File: src/rtl/fp_add_sequencer.sv
// Operand FIFO, issue FSM and result capture register around a fixed-latency FP adder.
// Latency: pop to out_valid is LATENCY+2 cycles; one pair in flight at a time.
// Backpressure: in_ready=!full; a stalled output slot holds the FSM in CAPTURE.

// Small generic FIFO: combinational head read, registered occupancy count.
module fp_add_fifo #(
  parameter int W     = 72,
  parameter int DEPTH = 4
) (
  input  logic                       clk,
  input  logic                       rst,
  input  logic                       push,
  input  logic [W-1:0]               wdat,
  input  logic                       pop,
  output logic [W-1:0]               rdat,
  output logic                       full,
  output logic                       empty,
  output logic [$clog2(DEPTH):0]     count
);
  localparam int AW = $clog2(DEPTH);
  localparam int CW = AW + 1;

  logic [W-1:0]  mem [DEPTH];
  logic [AW-1:0] wr_ptr;
  logic [AW-1:0] rd_ptr;

  assign rdat  = mem[rd_ptr];
  assign full  = (count == CW'(DEPTH));
  assign empty = (count == '0);

  // Storage array carries no reset; pointers and count define validity.
  always_ff @(posedge clk) begin
    if (push) mem[wr_ptr] <= wdat;
  end

  // Pointer and occupancy tracking; simultaneous push/pop leaves count unchanged.
  always_ff @(posedge clk or posedge rst) begin
    if (rst) begin
      wr_ptr <= '0;
      rd_ptr <= '0;
      count  <= '0;
    end else begin
      if (push) wr_ptr <= wr_ptr + 1'b1;
      if (pop)  rd_ptr <= rd_ptr + 1'b1;
      case ({push, pop})
        2'b10:   count <= count + 1'b1;
        2'b01:   count <= count - 1'b1;
        default: count <= count;
      endcase
    end
  end
endmodule

module fp_add_sequencer #(
  parameter int DEPTH   = 4,
  parameter int LATENCY = 5,
  parameter int TAG_W   = 8
) (
  input  logic                   clk,
  input  logic                   rst,
  input  logic                   in_valid,
  output logic                   in_ready,
  input  logic [31:0]            in_a,
  input  logic [31:0]            in_b,
  output logic [31:0]            add_a,
  output logic [31:0]            add_b,
  output logic                   add_valid,
  input  logic [31:0]            add_sum,
  input  logic                   add_error,
  output logic                   out_valid,
  input  logic                   out_ready,
  output logic [31:0]            out_sum,
  output logic                   out_error,
  output logic [TAG_W-1:0]       out_tag,
  output logic [2:0]             out_class,
  output logic [$clog2(DEPTH):0] fifo_count,
  output logic                   busy
);
  localparam int FW = 64 + TAG_W;
  localparam int LW = $clog2(LATENCY + 1);

  localparam logic [1:0] S_IDLE    = 2'd0;
  localparam logic [1:0] S_ISSUE   = 2'd1;
  localparam logic [1:0] S_WAIT    = 2'd2;
  localparam logic [1:0] S_CAPTURE = 2'd3;

  logic [1:0]       state;
  logic [1:0]       state_nxt;
  logic [LW-1:0]    wait_cnt;
  logic [TAG_W-1:0] tag_cnt;
  logic [TAG_W-1:0] pend_tag;
  logic             fifo_full;
  logic             fifo_empty;
  logic             push;
  logic             pop;
  logic             capture;
  logic [FW-1:0]    fifo_rdat;

  // {is_nan, is_inf, is_zero}; the three cases are mutually exclusive.
  function automatic logic [2:0] fp_class(input logic [31:0] v);
    logic exp_ones;
    logic exp_zero;
    logic man_zero;
    exp_ones = (v[30:23] == 8'hFF);
    exp_zero = (v[30:23] == 8'h00);
    man_zero = (v[22:0] == 23'd0);
    return {exp_ones && !man_zero, exp_ones && man_zero, exp_zero && man_zero};
  endfunction

  // No pass-through: a full FIFO refuses input even when it pops this cycle.
  assign in_ready  = !fifo_full;
  assign push      = in_valid && !fifo_full;
  assign pop       = (state == S_IDLE) && !fifo_empty;
  assign capture   = (state == S_CAPTURE) && (!out_valid || out_ready);
  assign add_valid = (state == S_ISSUE);
  assign busy      = (state != S_IDLE);

  fp_add_fifo #(
    .W     (FW),
    .DEPTH (DEPTH)
  ) u_fifo (
    .clk   (clk),
    .rst   (rst),
    .push  (push),
    .wdat  ({in_a, in_b, tag_cnt}),
    .pop   (pop),
    .rdat  (fifo_rdat),
    .full  (fifo_full),
    .empty (fifo_empty),
    .count (fifo_count)
  );

  // Next-state selection. WAIT leaves when the decremented count would hit 0,
  // so CAPTURE lands exactly LATENCY cycles after the ISSUE cycle.
  always_comb begin
    state_nxt = state;
    case (state)
      S_IDLE:    if (!fifo_empty) state_nxt = S_ISSUE;
      S_ISSUE:   state_nxt = S_WAIT;
      S_WAIT:    if (wait_cnt == LW'(1)) state_nxt = S_CAPTURE;
      S_CAPTURE: if (capture) state_nxt = S_IDLE;
      default:   state_nxt = S_IDLE;
    endcase
  end

  // FSM state register.
  always_ff @(posedge clk or posedge rst) begin
    if (rst) state <= S_IDLE;
    else     state <= state_nxt;
  end

  // Adder latency countdown, armed in ISSUE.
  always_ff @(posedge clk or posedge rst) begin
    if (rst)                    wait_cnt <= '0;
    else if (state == S_ISSUE)  wait_cnt <= LW'(LATENCY - 1);
    else if (state == S_WAIT)   wait_cnt <= wait_cnt - 1'b1;
  end

  // Operands and tag latched on pop; held for the whole busy period since the adder reads them late.
  always_ff @(posedge clk or posedge rst) begin
    if (rst) begin
      add_a    <= '0;
      add_b    <= '0;
      pend_tag <= '0;
    end else if (pop) begin
      add_a    <= fifo_rdat[FW-1 -: 32];
      add_b    <= fifo_rdat[TAG_W +: 32];
      pend_tag <= fifo_rdat[TAG_W-1:0];
    end
  end

  // Sequence tag assigned at push time, wrapping naturally.
  always_ff @(posedge clk or posedge rst) begin
    if (rst)       tag_cnt <= '0;
    else if (push) tag_cnt <= tag_cnt + 1'b1;
  end

  // Output slot: a capture in the same cycle as a consumer accept keeps out_valid high with new data.
  always_ff @(posedge clk or posedge rst) begin
    if (rst) begin
      out_valid <= 1'b0;
      out_sum   <= '0;
      out_error <= 1'b0;
      out_tag   <= '0;
      out_class <= '0;
    end else if (capture) begin
      out_valid <= 1'b1;
      out_sum   <= add_sum;
      out_error <= add_error;
      out_tag   <= pend_tag;
      out_class <= fp_class(add_sum);
    end else if (out_valid && out_ready) begin
      out_valid <= 1'b0;
    end
  end
endmodule

File: config.mk
export PLATFORM = sky130hd
export DESIGN_NAME = fp_add_sequencer
export DESIGN_NICKNAME = d
export VERILOG_FILES = /design/src/rtl/fp_add_sequencer.sv
export SDC_FILE = /design/constraint.sdc
export NUM_CORES = 1
export LEC_CHECK = 0
export BUFFER_PORTS_ARGS = -buffer_cell sky130_fd_sc_hd__buf_2
export CORE_ASPECT_RATIO = 0.5
export CORE_MARGIN = 2
export CORE_UTILIZATION = 46
export CTS_CLUSTER_DIAMETER = 40
export CTS_CLUSTER_SIZE = 28
export DETAILED_ROUTE_END_ITERATION = 8
export PLACE_DENSITY = 0.66
export SLEW_MARGIN = 0
export SYNTH_ARGS = -nofsm -noshare
export SYNTH_HDL_FRONTEND = slang
export SYNTH_SLANG_ARGS = --single-unit
export TNS_END_PERCENT = 50
File: constraint.sdc
create_clock -name clk -period 10.7 [get_ports clk]
set_input_delay 1.07 -clock clk [delete_from_list [all_inputs] [get_ports clk]]
set_output_delay 1.07 -clock clk [all_outputs]
set_load 0.02 [all_outputs]
# --- After elaboration in Yosys (flattened, before gate mapping) ---
# Memory sizes are Yosys's and may differ from the RTL's. A register that Yosys moved wholly into a read port is not among the register bits.
# Index checks and enable logic that the tools add are counted.
totals:
  in_bits: 101
  latch_bits: 0
  mem_bits_rw: 288
  mem_count: 1
  mem_bits_ro: 0
  word_cells: 61
  ff_bits: 65
  out_inout_bits: 115
classes:
  mux: 11
  n_bitwise: 0
  order_cmp: 0
  n_mul: 0
  n_reduce_logical: 21
  add_sub_neg: 6
  n_div: 0
  eq_ne: 11
  shifts: 0
mem_list:
  columns: ["name", "words", "width", "read_ports", "rd_clocked_by_memory_dff", "wr", "line", "rtl"]
  rows:
  - ["u_fifo.mem", 4, 72, 1, 1, 1, "23", "logic [W-1:0] mem [DEPTH];"]
op_table:
  columns: ["cell", "count"]
  rows:
  - ["23-bit zero test", 1]
  - ["8-bit by 1-bit adder with 8-bit output (second input constant)", 1]
  - ["8-bit equality test (second input constant)", 1]
  - ["8-bit zero test", 1]
  - ["2-bit case mux with 4 select lines", 1]
  - ["2-bit nonzero test", 4]
  - ["1-bit logical AND", 7]
  - ["2-bit equality test (second input constant)", 3]
  - ["2-bit two-way mux", 3]
  - ["3-bit two-way mux", 2]
  - ["2-bit inequality test (second input constant)", 3]
  - ["3-bit case mux with 2 select lines", 1]
  - ["3-bit by 1-bit subtractor with 3-bit output (second input constant)", 2]
  - ["2-bit by 1-bit adder with 2-bit output (second input constant)", 2]
  - ["2-bit by 1-bit equality test with 1-bit output (second input constant)", 2]
  - ["1-bit zero test", 4]
  - ["1-bit two-way mux", 4]
  - ["3-bit by 1-bit adder with 3-bit output (second input constant)", 1]
  - ["3-bit by 1-bit equality test with 1-bit output (second input constant)", 1]
  - ["3-bit equality test (second input constant)", 1]
  - ["3-bit zero test", 1]
  - ["3-bit AND reduction", 1]
  - ["2-bit zero test", 1]
  - ["1-bit logical OR", 1]

# --- Logic depth before layout (Yosys ltp) ---
# Gate-level depths: netlist of run 1.
depth:
  ltp_word: 5
  mapped_depth: 11
  mapped_depth_nobuf: 10

# --- Hierarchy ---
# Synthesis of run 1 repeated with hierarchy kept, for this count alone.
unflattened:
  cells_unflattened: 740
  area_unflattened_um2: 15929.0
by_module_without_submodules:
  columns: ["mod", "n_inst", "cells_per_inst", "area_per_inst_um2", "seq_area_each_um2"]
  rows:
  - ["fp_add_fifo", 1, 413, 10795.4, 8823.5]
  - ["fp_add_sequencer", 1, 327, 5133.7, 3253.1]

# --- Worst setup path after synthesis of run 1 ---
# Ideal clock, no wire load.
synth_timing:
  path_kind: "in2reg"
  from: "input port in_valid"
  to: "memory u_fifo.mem[0][0] (enable)"
  arrival_time_ns: 2.805
  path_buffers: 0
  setup_slack_ns: 7.457
  cell_stages: 1
  setup_time_ns: 0.438
  required_ns: 10.262
  cell_sequence: "and3_1"
synth_via:
  elab_chain_len: 3
synth_rtl:
  columns: ["element", "line", "rtl"]
  rows:
  - ["start: declaration", "61", "input logic in_valid,"]
  - ["1-bit logical AND", "112", "assign push = in_valid && !fifo_full;"]
  - ["1-bit two-way mux", "33", "if (push) mem[wr_ptr] <= wdat;"]
  - ["1-bit two-way mux (implied by the code)", "33", null]
  - ["end: declaration", "23", null]
# No other way between the ends.

# --- Final worst setup path of run 1 ---
layout_timing:
  from: "register state[0]"
  to: "register add_b[24] (read register of u_fifo.mem)"
layout_via:
  elab_chain_len: 2
layout_rtl:
  columns: ["element", "line", "rtl"]
  rows:
  - ["start: declaration", "87", "logic [1:0] state;"]
  - ["start signal: assignment", "149", "else state <= state_nxt;"]
  - ["2-bit zero test", "113", "assign pop = (state == S_IDLE) && !fifo_empty;"]
  - ["1-bit logical AND", "113", null]
  - ["end: declaration", "66", "output logic [31:0] add_b,"]
# No other way between the ends.
# A chain may end at the register's enable or synchronous reset.

==> flow_summary.yaml, run 1 <==
synthesis:
  synth-seq-area-share: 0.747
  synth_cell_type_count: 38
  synth_area_sq_mm: 0.0162
  synth_warnings: 0
  async_flop_share: 0.322
  syn_nets: 857
  synth_edf_count: 288
  ys_ff_latch: 425
  synth_ff_type: "edfxtp_1"
  syn_inst: 743
  synth.avg_cell_area_sq_um: 21.7
cts:
  cts_tree: "yes"
  ctsHoldBuffers: 0
  clock_latency_ns: 0.54
  ctsRootBufferMaster: "clkbuf_16"
  cts.sinks: 425
  cts_setup_buffers: 0
  htreeDepth: 2
  post_cts_resized: 0
  cts_max_path_buffers: 3
  cts_buffers: 36
  clk_pin_slew_ns: 0.07
route:
  ant_nets: 0
  first_iter_violations: 345
  dr.pass1.iters: 4
  drc: 0
  wl_per_cell_um: 20.8
  via_count: 7656
  routed_wirelength_um: 30700
  avgViaCountPerCell: 5.18
worst_setup_path:
  worstPathArrival_ns: 3.20
  cp.required_ns: 11.11
  crit_path_end_kind: "flip-flop"
  critPathKind: "flip-flop to flip-flop"
  worstPathCellList: "inv_1, ha_1, nand2b_1, inv_4, buf_4, mux2_2"
  crit_fanout: 47
  slowest_stage: "buf_4"
  crit_path_max_incr_delay_ns: 0.88
  start_kind: "flip-flop"
sta:
  skew_ns: 0.0165
  max_freq_mhz: 358
  post-route-period-util: 0.261
  worst_pin_slew_ns: 1.04
  fin_tns_setup_ns: 0
  slew_viol_final: 0
  slew_headroom: 0.303
  period_needed_ns: 2.80
  finalHoldViolCount: 0
  whs_ns: 0.490
  setup_viol: 0
  rsz0062_at_grt: "no"
pwr:
  p_sw_mw: 1.88
  p_leak_nw: 7.18
  power_frac_clock: 0.226
  swShare: 0.323
  power.internal_mw: 3.93
  peakVddDrop_uv: 147
  combPwrFrac: 0.338
  p_seq_frac: 0.436
  p_per_area_mw_per_mm2: 308
placed_design:
  place_congestion: 0.745
  io_buffers: 215
  hpwl_um: 18400
hold_path:
  worstHoldPathType: "flip-flop to flip-flop"
global_routing:
  overflow: 0
  antenna_found_initial: 2
  grtUsageTotal: 0.171
  grt_pass1_wl_um: 47300
  grt_max_degree: 94
  grt_pass1_vias: 8266
finish:
  nets: 1089
  seq_area_sq_mm: 0.0121
  area_growth_pct: 16.9
  multi_input_comb_area_sq_mm: 0.00382
  fill_cells: 2689
  drive_above_1_share: 0.459
status:
  status: "complete, no violations"
floorplanning:
  dieArea_sq_mm: 0.0367
  io_pins: 216
  rows: 48
  design.core.area_sq_mm: 0.0345
  die_width_um: 269
  initial_core_util: 0.468
  die_h_um: 137
run:
  cap_violations: 0
==> metrics by stage <==
| stage | power, mW | cell area [sq um] | cells | setup WS [ns] | utilization |
|---|---|---|---|---|---|
| finish | 5.81 | 18900 | 1478 | 7.90 | 0.547 |
| floorplan | 4.03 | 16200 | 743 | 5.96 | - |
| global route | 6.12 | 18900 | 1478 | 7.70 | 0.547 |
| CTS | 5.91 | 18900 | 1476 | 7.86 | 0.547 |
| global placement | 4.51 | 17700 | 1412 | 7.88 | 0.512 |
| detailed placement | 4.58 | 17700 | 1412 | 7.86 | 0.512 |
==> layout by cell type (no fill, tap or decap), types with 4 or more instances in the layout <==
master	count
and3_4	4
mux4_2	72
mux2_4	68
buf_4	8
mux2_1	23
inv_8	4
clkbuf_16	37
ha_1	12
xnor2_1	10
dfrtp_1	135
inv_1	11
nor4_1	7
clkinv_4	5
mux2_2	23
edfxtp_1	288
nand4_1	5
nor2_1	5
buf_2	215
inv_6	8
nand2_1	15
==> metal layers <==
metal	track usage	wire length, um	up-vias
li1	-	-	3399
met1	0.216	12900	4065
met2	0.301	15900	139
met3	0.0344	1200	53
met4	0.0494	723	0
met5	0	0	-
==> kinds of logic (layout without fill, tap and decap cells) <==
| kind of cell | after synthesis | count (layout) | share of synthesized area |
|---|---|---|---|
| xor gates and xnor gates | 12 | 12 | 0.00650 |
| and+or+nand+nor | 52 | 52 | 0.0172 |
| adders and majority gates | 13 | 13 | 0.0105 |
| DFF | 425 | 425 | 0.747 |
| other | 0 | 2 | 0 |
| muxes | 187 | 187 | 0.196 |
| AOI/OAI and AO/OA | 11 | 11 | 0.00457 |
| buffers and inverters | 43 | 301 | 0.0177 |
==> power by group through the flow <==
stage                     sequential (mW)  clock (mW)  combinational (mW)
after CTS                            2.54        1.35                2.01
final                                2.53        1.31                1.97
after global routing                 2.59        1.41                2.11
after floorplan                      2.76           0                1.28
after detailed placement             2.57           0                2.01
after global placement               2.55           0                1.96
==> worst paths after layout <==
path	startpoint	to	slack (ns)	depth (start not counted)
setup / recovery	state[0]	add_b[24]	7.90	6
hold / removal	out_sum[24]	out_sum[24]	0.49	1
setup reg to reg	state[0]	add_b[24]	7.90	6
hold reg to reg	out_sum[24]	out_sum[24]	0.49	1
max in group asynchronous	rst	u_fifo.rd_ptr[1]	8.58	3
min in group asynchronous	rst	out_sum[11]	0.70	2
==> registers in the layout, summed over array words and instances, names as in the netlist <==
register and flops:
add_a 32, add_b 32, out_class 3, out_error 1, out_sum 32, out_tag 8, out_valid 1, pend_tag 8
state 2, tag_cnt 8, u_fifo.count 3, u_fifo.mem 288, u_fifo.rd_ptr 2, u_fifo.wr_ptr 2, wait_cnt 3
==> synth_stat cells (2+ instances only) <==
cell,instances,area (sq um)
and3_1,5,31.3
nor4_1,7,43.8
clkbuf_1,6,22.5
buf_6,15,169
nand3_1,3,15.0
mux2_1,23,259
or3_1,2,12.5
mux4_2,72,1620
nand2_1,16,60.1
nor2_1,5,18.8
dfrtp_1,137,3430
edfxtp_1,288,8650
o21ai_0,3,15.0
mux2_4,68,1020
ha_1,12,150
xnor2_1,10,87.6
buf_2,7,35.0
nor3_1,2,10.0
mux2_2,23,259
inv_1,12,45.0
xor2_1,2,17.5
o21ai_1,3,15.0
nand4_1,5,31.3
nand2b_1,3,18.8
==> worst max-delay path: cells and delay by family (launching register included) <==
family,cells,cell delay (ns)
buffers and inverters,3,1.44
adder cells (fa/ha/maj),1,0.23
AND/OR/NAND/NOR,1,0.15
multiplexers,1,0.43
flip-flops,1,0.42
==> layout make-up <==
cell class / count / area share
Sequential cell: 425 / 0.640
Multi-Input combinational cell: 275 / 0.202
Timing Repair Buffer: 223 / 0.0602
Clock buffer: 39 / 0.0494
Tap cell: 475 / 0.0315
Clock inverter: 25 / 0.0132
Inverter: 14 / 0.00331
Antenna cell: 2 / 0.000265
Power figures use the tool's default switching activity.
==> inputs of run 2 (changes only) <==
- PLACE_DENSITY: 0.66 -> 0.69
- clock period: 10.7 -> 2.45 ns (I/O delays scaled with it)
==> flow_summary.yaml, run 2 (synthesis gave the netlist of run 1 again) <==
status:
  status: "complete, no violations"
cts:
  cts_buffers: 36
  cts.sinks: 425
  htreeDepth: 2
  cts_setup_buffers: 0
  clock_latency_ns: 0.55
  post_cts_resized: 0
  clk_pin_slew_ns: 0.07
  ctsHoldBuffers: 98
  cts_max_path_buffers: 3
  cts_tree: "yes"
  ctsRootBufferMaster: "clkbuf_16"
worst_setup_path:
  crit_top_cell: "xor2_1"
  slowest_stage: "or3b_4"
  cp.buffers_inverters: 2
  start_kind: "flip-flop"
  crit_fanout: 6
  critPathKind: "flip-flop to flip-flop"
  worstPathArrival_ns: 2.66
  crit_path_end_kind: "flip-flop"
  crit_path_max_incr_delay_ns: 0.43
  crit_family: "simple AND/OR/NAND/NOR gates"
  cp.required_ns: 2.89
  worstPathCellList: "or3b_4, and2_1, inv_4, ha_1, inv_1, fa_1, xor2_1, nor2_1, xor2_1"
sta:
  skew_ns: 0.0314
  max_freq_mhz: 451
  fin_tns_setup_ns: 0
  worst_pin_slew_ns: 0.633
  period_needed_ns: 2.22
  setup_viol: 0
  slew_viol_final: 0
  finalHoldViolCount: 0
  slew_headroom: 0.578
  post-route-period-util: 0.905
  rsz0062_at_grt: "no"
global_routing:
  overflow: 0
  grtUsageTotal: 0.174
  antenna_found_initial: 0
  grt_pass1_wl_um: 48600
  grt_max_degree: 74
  use_met1: 0.220
  busiest_layer: "met2"
  grtUsageMet2: 0.307
  grt_pass1_vias: 8679
  met3_usage: 0.0378
placed_design:
  placed_area_sq_mm: 0.0180
  place_congestion: 0.719
  io_buffers: 215
  hpwl_um: 18800
floorplanning:
  rows: 48
  initial_core_util: 0.468
  die_width_um: 269
  die_h_um: 137
  design.core.area_sq_mm: 0.0345
  dieArea_sq_mm: 0.0367
  io_pins: 216
pwr:
  peakVddDrop_uv: 1100
  total_power_mw: 26.2
  p_leak_nw: 7.76
  p_per_area_mw_per_mm2: 1290
finish:
  layout_commonest_cell: "edfxtp_1"
  diodes: 0
  nets: 1201
  fin_area_sq_mm: 0.0202
  multi_input_comb_area_sq_mm: 0.00382
  seq_area_sq_mm: 0.0121
  drive_above_1_share: 0.426
  utilization: 0.586
  fill_cells: 2528
  area_growth_pct: 25.2
  largest_register: "u_fifo.mem"
  most-common-layout-cells: "edfxtp_1, buf_2, dfrtp_1"
  largest_reg_flops: 288
route:
  routed_wirelength_um: 31400
  ant_nets: 0
  avgViaCountPerCell: 5.06
  dr.pass1.iters: 4
  wl_per_cell_um: 19.7
  drc: 0
  via_count: 8042
  first_iter_violations: 429
hold_path:
  worstHoldPathType: "input port to flip-flop"
run:
  cap_violations: 0
run 2: changes by cell type in the layout (fill, tap and decap cells not counted), sizes merged:
cell / change
clkinvlp: -1
buf: +14
dlygate4sd3: +98
inv: -3
clkinv: +5
clkbuf: -2
bufinv: +1
diode: -2
run 2: area by class of cell:
type / count / area share
clock inverters: 27 / 0.0176
multi-input cells: 275 / 0.189
clock buffers: 37 / 0.0457
flip-flops and latches: 425 / 0.597
repair buffers: 335 / 0.118
well taps: 475 / 0.0294
inverters: 14 / 0.00303
run 2: worst paths after layout:
| kind | from | to | slack (ns) | cells past startpoint |
|---|---|---|---|---|
| max reg2reg | u_fifo.count[2] | u_fifo.count[2] | 0.23 | 9 |
| min reg2reg | add_b[27] | add_b[27] | 0.48 | 1 |
| min in group asynchronous | rst | add_b[22] | 0.24 | 3 |
| min | out_ready | out_valid | 0.1 | 3 |
| max | u_fifo.count[2] | u_fifo.count[2] | 0.23 | 9 |
| max in group asynchronous | rst | out_sum[23] | 1.46 | 4 |
run 2: per-stage QoR:
stage	cells	hold WS, ns	worst slack [ns]
final	1588	0.0962	0.233
after CTS	1588	0.0580	0.215
after detailed placement	1426	0.219	0.227
after global placement	1426	0.212	0.264
after floorplan	743	0.344	-0.542
after global routing	1588	0.112	0.0892
run 2: worst reg2reg max path: stages (launching register included):
cell	delay, ns
dfrtp_1	0.41
or3b_4	0.43
and2_1	0.21
inv_4	0.08
ha_1	0.18
inv_1	0.06
fa_1	0.37
xor2_1	0.15
nor2_1	0.11
xor2_1	0.15
run 2: power by group:
group	switching, mW	total (mW)	internal, mW
clock	2.89	6.05	3.16
sequential	0.993	11.0	9.97
combinational	4.61	9.16	4.55
run 2: per-layer routing:
metal / up-vias / wire length (um)
li1: 3630 / -
met1: 4211 / 13000
met2: 160 / 16300
met3: 41 / 1500
met4: 0 / 496
met5: - / 0
==> inputs of run 3 (changes only) <==
- SETUP_SLACK_MARGIN: not set -> 0.05
- SYNTH_HIERARCHICAL: not set -> 1
==> flow_summary.yaml, run 3 <==
status:
  status: "complete, no violations"
finish:
  area_growth_pct: 25.4
  diodes: 0
  layout_commonest_cell: "edfxtp_1"
  fill_cells: 2488
  largest_reg_flops: 288
  utilization: 0.582
  most-common-layout-cells: "edfxtp_1, buf_2, dfrtp_1"
  multi_input_comb_area_sq_mm: 0.00357
  seq_area_sq_mm: 0.0121
  drive_above_1_share: 0.442
  largest_register: "u_fifo/mem"
  nets: 1197
synthesis:
  synth_area_sq_mm: 0.0159
  synth_warnings: 6
  yosys.area.top_type: "edfxtp_1"
  synth_most_common_cell: "edfxtp_1"
  ys_ff_latch: 425
  synth.avg_cell_area_sq_um: 21.5
  async_flop_share: 0.322
  netlist_top_cells_count: "edfxtp_1, dfrtp_1, mux2_2"
  syn_inst: 740
  synth_ff_type: "edfxtp_1"
  syn_nets: 855
  yosys-top-cells-area: "edfxtp_1, dfrtp_1, mux4_2"
  synth_edf_count: 288
  netlist.area_leader.share: 0.543
  synth-seq-area-share: 0.758
  synth_cell_type_count: 35
global_routing:
  overflow: 0
  grt_pass1_wl_um: 47600
  grtUsageTotal: 0.172
  grt_max_degree: 131
  grt_pass1_vias: 8504
  antenna_found_initial: 0
route:
  wl_per_cell_um: 19.5
  first_iter_violations: 395
  avgViaCountPerCell: 5.06
  routed_wirelength_um: 30900
  drc: 0
  via_count: 8014
  dr.pass1.iters: 5
  ant_nets: 0
worst_setup_path:
  cp.buffers_inverters: 4
  crit_family: "adder cells"
  cp.required_ns: 2.90
  crit_path_end_kind: "flip-flop"
  worstPathCellList: "inv_1, and3_1, nor2b_1, buf_4, inv_1, ha_1, inv_1, fa_1, xor2_1, nor2_1, xor2_1"
  crit_top_cell: "inv_1"
  crit_fanout: 14
  slowest_stage: "dfrtp_1"
  critPathKind: "flip-flop to flip-flop"
  start_kind: "flip-flop"
  worstPathArrival_ns: 2.61
  crit_path_max_incr_delay_ns: 0.42
sta:
  setup_slack_ns: 0.294
  skew_ns: 0.0201
  setup_viol: 0
  rsz0062_at_grt: "no"
  finalHoldViolCount: 0
  post-route-period-util: 0.880
  period_needed_ns: 2.16
  slew_viol_final: 0
  max_freq_mhz: 464
  slew_headroom: 0.489
  worst_pin_slew_ns: 0.767
cts:
  cts_buffers: 35
  ctsRootBufferMaster: "clkbuf_16"
  cts.sinks: 425
  cts_max_path_buffers: 3
  cts_setup_buffers: 0
  clk_pin_slew_ns: 0.08
  cts_tree: "yes"
  clock_latency_ns: 0.53
  htreeDepth: 2
pwr:
  peakVddDrop_uv: 838
  total_power_mw: 25.5
  p_per_area_mw_per_mm2: 1280
  p_leak_nw: 7.55
hold_path:
  worstHoldPathType: "input port to flip-flop"
placed_design:
  io_buffers: 215
  place_congestion: 0.752
  hpwl_um: 18400
  dp_slack_ns: 0.319
floorplanning:
  dieArea_sq_mm: 0.0362
  io_pins: 216
  initial_core_util: 0.464
  rows: 48
  design.core.area_sq_mm: 0.0343
  die_width_um: 267
  die_h_um: 136
run:
  cap_violations: 0
[run 3: worst min-delay path, stage by stage]
cell     delay, ns
buf_2         0.07
nor2b_1       0.11
buf_4         0.20
xor2_1        0.08
[run 3: logic make-up (layout without fill, tap and decap cells)]
logic type | Yosys count | after routing | share of synthesized area
adder cells (fa/ha/maj) | 14 | 14 | 0.0115
AND/OR/NAND/NOR | 45 | 45 | 0.0158
flip-flops | 425 | 425 | 0.758
multiplexers | 188 | 188 | 0.184
buffers and inverters | 44 | 412 | 0.0184
AO/OA/AOI/OAI | 11 | 11 | 0.00534
XOR/XNOR | 13 | 13 | 0.00715
[run 3: final cells by class]
| type | instances | area share |
|---|---|---|
| Inverter | 15 | 0.00301 |
| Multi-Input combinational cell | 271 | 0.179 |
| Tap cell | 475 | 0.0298 |
| Clock inverter | 24 | 0.0165 |
| Clock buffer | 39 | 0.0472 |
| Sequential cell | 425 | 0.605 |
| Timing Repair Buffer | 334 | 0.120 |
[run 3: per-stage QoR]
step                      cells  hold slack (ns)  cell area (sq um)  TNS [ns]
after global placement     1421            0.237              17700         0
after global routing       1583            0.268              20000         0
final                      1583            0.234              20000         0
after floorplan             740           0.0484              15900   -103.43
after CTS                  1583            0.211              20000         0
after detailed placement   1421            0.249              17700         0
[run 3: power breakdown]
group          switching (mW)  internal [mW]
sequential              0.956           9.99
clock                    2.78           3.26
combinational            4.47           4.04
[run 3: repair_timing]
item / 4_1_cts / 5_1_grt
resized for setup: 0 / 0
endpoints found under the hold margin: 330 / 0
hold buffers: 99 / 0
[run 3: per-layer routing]
layer,GRT usage,part of all wire
met1,0.212,0.41
met2,0.312,0.52
met3,0.0378,0.048
met4,0.0434,0.018
met5,0,0
[run 3: worst paths after layout]
check	endpoint	slack [ns]	depth (start not counted)	start
max reg2reg	u_fifo/count[2]	0.29	11	u_fifo/count[0]
max in group asynchronous	out_sum[20]	1.38	4	rst
min reg2reg	add_b[25]	0.49	1	add_b[25]
max	u_fifo/count[2]	0.29	11	u_fifo/count[0]
min in group asynchronous	u_fifo/rd_ptr[1]	0.27	3	rst
min	u_fifo/wr_ptr[0]	0.23	4	in_valid
